===== src/rtl/parallel_borrow_down_counter.sv =====
// parallel_borrow_down_counter
// Loadable synchronous down-counter built from T-type bit cells with a
// parallel (lookahead) borrow network. A value is loaded, counted down to
// zero under the enable T, and completion is reported through busy/done.
// All state changes happen on the falling edge of clock. An asynchronous
// active-low reset clears everything immediately.
// WRAP=0 stops at zero (one-shot). WRAP=1 reloads the latched value after
// zero, so the period is reload+1 enabled edges.
module parallel_borrow_down_counter #(
    parameter int WIDTH = 4,
    parameter int WRAP  = 0
) (
    input  logic             clock,
    input  logic             reset_,
    input  logic             load,
    input  logic [WIDTH-1:0] din,
    input  logic             T,
    output logic [WIDTH-1:0] Q,
    output logic             bout,
    output logic             busy,
    output logic             done
);

    typedef enum logic [1:0] {
        ST_IDLE = 2'd0,
        ST_RUN  = 2'd1,
        ST_DONE = 2'd2
    } state_t;

    localparam logic             WRAP_EN = (WRAP != 0);
    localparam logic [WIDTH-1:0] ZERO    = {WIDTH{1'b0}};
    localparam logic [WIDTH-1:0] ONE     = {{(WIDTH-1){1'b0}}, 1'b1};

    // Mask that selects bits [i-1:0]; an empty mask for bit 0 makes tog_0 = T.
    function automatic logic [WIDTH-1:0] low_mask(input int i);
        low_mask = (ONE << i) - ONE;
    endfunction

    state_t           state_q, state_d;
    logic [WIDTH-1:0] q_q, q_d;
    logic [WIDTH-1:0] reload_q, reload_d;
    logic             done_q, done_d;
    logic             busy_q, busy_d;
    logic [WIDTH-1:0] tog_s;
    logic [WIDTH-1:0] q_dec_s;
    logic             q_zero_s;
    logic             q_one_s;

    // Parallel borrow: each bit toggles when T is high and every lower bit is zero.
    always_comb begin
        tog_s = ZERO;
        for (int i = 0; i < WIDTH; i++) begin
            tog_s[i] = T & ((q_q & low_mask(i)) == ZERO);
        end
    end

    // Decrement through the T-cells, plus the zero/one detectors used by the FSM.
    always_comb begin
        q_dec_s  = q_q ^ tog_s;
        q_zero_s = (q_q == ZERO);
        q_one_s  = (q_q == ONE);
    end

    // State and datapath registers; asynchronous clear, falling-edge update.
    always_ff @(negedge clock or negedge reset_) begin
        if (!reset_) begin
            state_q  <= ST_IDLE;
            q_q      <= ZERO;
            reload_q <= ZERO;
            done_q   <= 1'b0;
            busy_q   <= 1'b0;
        end else begin
            state_q  <= state_d;
            q_q      <= q_d;
            reload_q <= reload_d;
            done_q   <= done_d;
            busy_q   <= busy_d;
        end
    end

    // Next-state logic: load beats count beats hold.
    always_comb begin
        state_d = state_q;
        if (load) begin
            if (din == ZERO) begin
                state_d = ST_DONE;
            end else begin
                state_d = ST_RUN;
            end
        end else begin
            case (state_q)
                ST_IDLE: state_d = ST_IDLE;
                ST_RUN: begin
                    if (T && !WRAP_EN && (q_one_s || q_zero_s)) begin
                        // Without wrap, reaching zero ends the run.
                        state_d = ST_DONE;
                    end else begin
                        state_d = ST_RUN;
                    end
                end
                ST_DONE: state_d = ST_DONE;
                default: state_d = ST_IDLE;
            endcase
        end
    end

    // Datapath and flag updates for the coming edge.
    always_comb begin
        q_d      = q_q;
        reload_d = reload_q;
        done_d   = done_q;
        if (load) begin
            q_d      = din;
            reload_d = din;
            done_d   = (din == ZERO);
        end else begin
            case (state_q)
                ST_IDLE: begin
                    q_d    = q_q;
                    done_d = 1'b0;
                end
                ST_RUN: begin
                    // In RUN done is only ever a one-edge pulse.
                    done_d = 1'b0;
                    if (T) begin
                        if (q_zero_s) begin
                            if (WRAP_EN) begin
                                q_d = reload_q;
                            end else begin
                                // Unreachable in one-shot mode; park safely at zero.
                                q_d    = ZERO;
                                done_d = 1'b1;
                            end
                        end else if (q_one_s) begin
                            q_d    = q_dec_s;
                            done_d = 1'b1;
                        end else begin
                            q_d = q_dec_s;
                        end
                    end else begin
                        q_d = q_q;
                    end
                end
                ST_DONE: begin
                    // Holding at zero here is what prevents underflow to all-ones.
                    q_d    = q_q;
                    done_d = 1'b1;
                end
                default: begin
                    q_d    = ZERO;
                    done_d = 1'b0;
                end
            endcase
        end
    end

    // Busy is registered from the next state so it lines up with Q.
    always_comb begin
        busy_d = (state_d == ST_RUN);
    end

    // Output drive; bout is the combinational borrow for the next slice.
    always_comb begin
        Q    = q_q;
        busy = busy_q;
        done = done_q;
        bout = T & q_zero_s;
    end

endmodule


===== config.mk =====
export PLATFORM = sky130hd
export DESIGN_NAME = parallel_borrow_down_counter
export DESIGN_NICKNAME = d
export VERILOG_FILES = /design/src/rtl/parallel_borrow_down_counter.sv
export SDC_FILE = /design/constraint.sdc
export NUM_CORES = 1
export LEC_CHECK = 0
export CAP_MARGIN = 15
export CORE_AREA = 2 2 39 41
export DETAILED_ROUTE_END_ITERATION = 10
export DIE_AREA = 0 0 41 43
export GPL_TIMING_DRIVEN = 0
export PLACE_DENSITY_LB_ADDON = 0.1
export SETUP_SLACK_MARGIN = 0.1
export SYNTH_ARGS = -nofsm -noshare
export SYNTH_HDL_FRONTEND = slang
export SYNTH_SLANG_ARGS = --single-unit

===== constraint.sdc =====
create_clock -name clock -period 1.78 [get_ports clock]
set_input_delay 0.445 -clock clock [delete_from_list [all_inputs] [get_ports clock]]
set_output_delay 0.445 -clock clock [all_outputs]
set_load 0.01 [all_outputs]

### After elaboration in Yosys (flattened, before gate mapping)

Cells that the tools add are included.
W data, S select, Z words.

* flip-flop bits (word level): 8
* input port bits: 8
* output and inout bits: 7
* word-level logic and storage cells: 38

* eq/ne operators: 6
* muxes and demuxes: 13
* bitwise gates (word level): 5
* reductions and logical operators: 10

Operator list (number)
* $logic_not A4 Y1: 5
* $mux W4: 3
* $pmux W4 S2: 1
* $mux W2: 3
* $and A1 B1 Y1: 4
* $eq A2 B1 Y1 const B: 2
* $eq A4 B1 Y1 const B: 1
* $mux W1: 4
* $pmux W2 S2: 1
* $xor A4 B4 Y4: 1
* $ne A3 B3 Y1 const B: 1
* $eq A2 B2 Y1 const B: 1
* $logic_not A2 Y1: 1
* $ne A2 B1 Y1 const B: 1
* $pmux W1 S2: 1
* $reduce_and A2 Y1: 1
* $reduce_or A2 Y1: 1
* $logic_and A1 B1 Y1: 1
* $logic_or A1 B1 Y1: 1

### Depth between registers and ports, before layout

* depth in word-level cells: 7
* depth in mapped cells: 6
* depth with buffers taken out: 6

==> results.toml <==
[timing]
final_max_slew_viol_count = 0
worst_pin_slew_ns = 0.312
whs_ns = 0.664
finalSetupViolations = 12
finClkSkew_ns = 0.000459
rsz0062_at_grt = "yes"
relSlewSlack_pct = 79.1
worst_slack_ns = -0.769
hold_viol = 0

[logic_synthesis]
syn_nets = 64
synthesis.area_um2 = 468
syn_inst = 52
synthDistinctLibCells = 21
yosysSeqAreaShare_pct = 37.4
avgSynthCellArea_um2 = 9.00
yosysTopAreaCell = "dfrtn_1"
yosysTopAreaCellShare_pct = 37.4
ys_ff_latch = 7
ys.warnings.count = 0
synthTopCellsByArea = "dfrtn_1 (37%), ha_1 (11%), nor4b_2 (6.4%)"

[global_route]
first_global_vias = 507
grt_max_degree = 8
grt_remaining_overflow = 0
grt_pass1_wl_um = 2340
grtUsageTotal_pct = 19.8
antenna_found_initial = 0

[floorplanning]
rows = 14
core-area_um2 = 1380
fp.dieH_um = 43
die_x_um = 41
pin_count = 15
initial_core_util_pct = 33.8
dieArea_um2 = 1760

[final_layout]
finalInstanceArea_um2 = 885
finalNetCount = 97
insertedDiodeCount = 0
postLayoutCoreUtil_pct = 63.9
layout-drive-gt1-share_pct = 52.4
synthToLayoutAreaGrowth_pct = 89.0

[clock_network]
clockBufferDepth = 2
htree_levels = 1
clock_latency_ns = 0.25
clock-root-buffer = "clkbuf_4"
cts.sinks = 7
cts_buffers = 3
clkTransAtPathRegs_ns = 0.04
cts_tree = "built"

[placement]
gp_congestion = 0.716
dp_slack_ns = -1.05
hpwl_um = 824
place_area_um2 = 657
port_buffers = 14

[worst_setup_path]
start_kind = "flip-flop"
required_ns = 1.33
worst_setup_path_end_kind = "output pin"
arrival_ns = 2.10
crit_fanout = 2
crit_type = "flip-flop to output pin"

[power]
finalPower_uw = 659
p_per_area_nw_per_um2 = 745
power.leakage_nw = 0.402
ir_worst_vdd_v = 0.000536

[run_status]
violations = "negative setup slack"
status = "complete, but fails checks"

[routing]
routed_wl_um = 1420
num_vias = 523
routedWlPerCell_um = 14.2
ant_nets = 0
post_drt_via_cell_ratio = 5.23
first_pass_iters = 4
drcViolationCount = 0
dr.first_iter.drc_count = 18

[job]
drv_cap = 0

[worst_hold_path]
min_path_type = "flip-flop to flip-flop"
## through the flow
stage,setup TNS (ns),instances
finish,-3.83,100
floorplan,-1.80,52
global placement,-10.64,82
detailed placement,-10.47,82
CTS,-4.08,95
global route,-4.27,100
## placed cells by master (no fill, tap or decap), drive strengths merged
cell type      synthesis  layout
a21oi                  4       4
a22oi                  2       2
a32oi                  1       1
and4b                  1       1
buf                    1      26
clkbuf                 0       6
clkdlybuf4s50          0       1
dfrtn                  7       7
ha                     4       4
inv                    4       4
nand2                  4       4
nand2b                 3       3
nor2                   5       5
nor2b                  1       1
nor3                   2       2
nor3b                  2       2
nor4                   1       1
nor4b                  2       2
o21ai                  5       5
o21bai                 1       1
o31ai                  1       1
o41ai                  1       1
## worst max-delay path: stages, from the launching register on
cell and delay, ns:
dfrtn_1 0.37, nor4b_4 0.30, nor2b_4 0.19, buf_6 0.10
## kinds of logic after synthesis
logic type      share of synthesized area, %
simple gates                            27.8
compound gates                          19.8
flops                                   37.4
buf+inv                                 4.28
fa+ha+maj                               10.7
## power breakdown
part / leakage (nW) / switching, mW / internal [mW]
Sequential: 0.0831 / 0.0181 / 0.184
Clock: 0.0150 / 0.0504 / 0.0850
Combinational: 0.304 / 0.156 / 0.166
## cell usage after synthesis
cell type  number
nor2b_1         1
nor4b_2         2
o41ai_1         1
ha_1            4
a21oi_1         4
nand2b_1        3
nand2_1         4
o21bai_1        1
nor3b_1         2
nor2_1          5
a22oi_1         2
o21ai_1         3
dfrtn_1         7
a32oi_1         1
inv_1           4
nor4_1          1
nor3_1          2
o31ai_1         1
o21ai_0         2
buf_2           1
and4b_1         1
## registers in the layout (all words and copies together) (netlist names)
| signal | count |
|---|---|
| Q | 4 |
| busy | 1 |
| done | 1 |
| state_q | 1 |
## timing repair
item	4_1_cts	5_1_grt
setup endpoints to repair	14	14
hold buffers	0	0
pin swaps	12	9
buffers inserted	8	6
resized for setup	65	19
endpoints found under the hold margin	0	0
gates cloned	1	0
## final cells by class
cell class              instances  area [um^2]
fillers                       117          499
multi-input cells              40          373
repair buffers                 28          264
flip-flops and latches          7          175
clock buffers                   4         26.3
well taps                      16         20.0
inverters                       4         15.0
plain buffers                   1         11.3
## worst paths after layout
kind / from / endpoint / slack [ns] / cells past startpoint
setup reg to reg: Q[0] / Q[1] / 0.17 / 8
setup / recovery: Q[0] / bout / -0.77 / 3
hold reg to reg: Q[3] / Q[3] / 0.66 / 3
max in group asynchronous: reset_ / Q[2] / 0.29 / 1
min in group asynchronous: reset_ / Q[3] / 1.23 / 1
hold / removal: Q[3] / Q[3] / 0.66 / 3
## layer usage
layer / global-route usage (%) / wire (um) / up-vias
met5: 0 / 0 / -
met4: 10.7 / 0 / 0
met3: 4.19 / 94 / 0
met2: 26.9 / 700 / 21
met1: 28.4 / 624 / 248
li1: - / - / 254
Note: power is estimated with default switching activity, not from simulation.
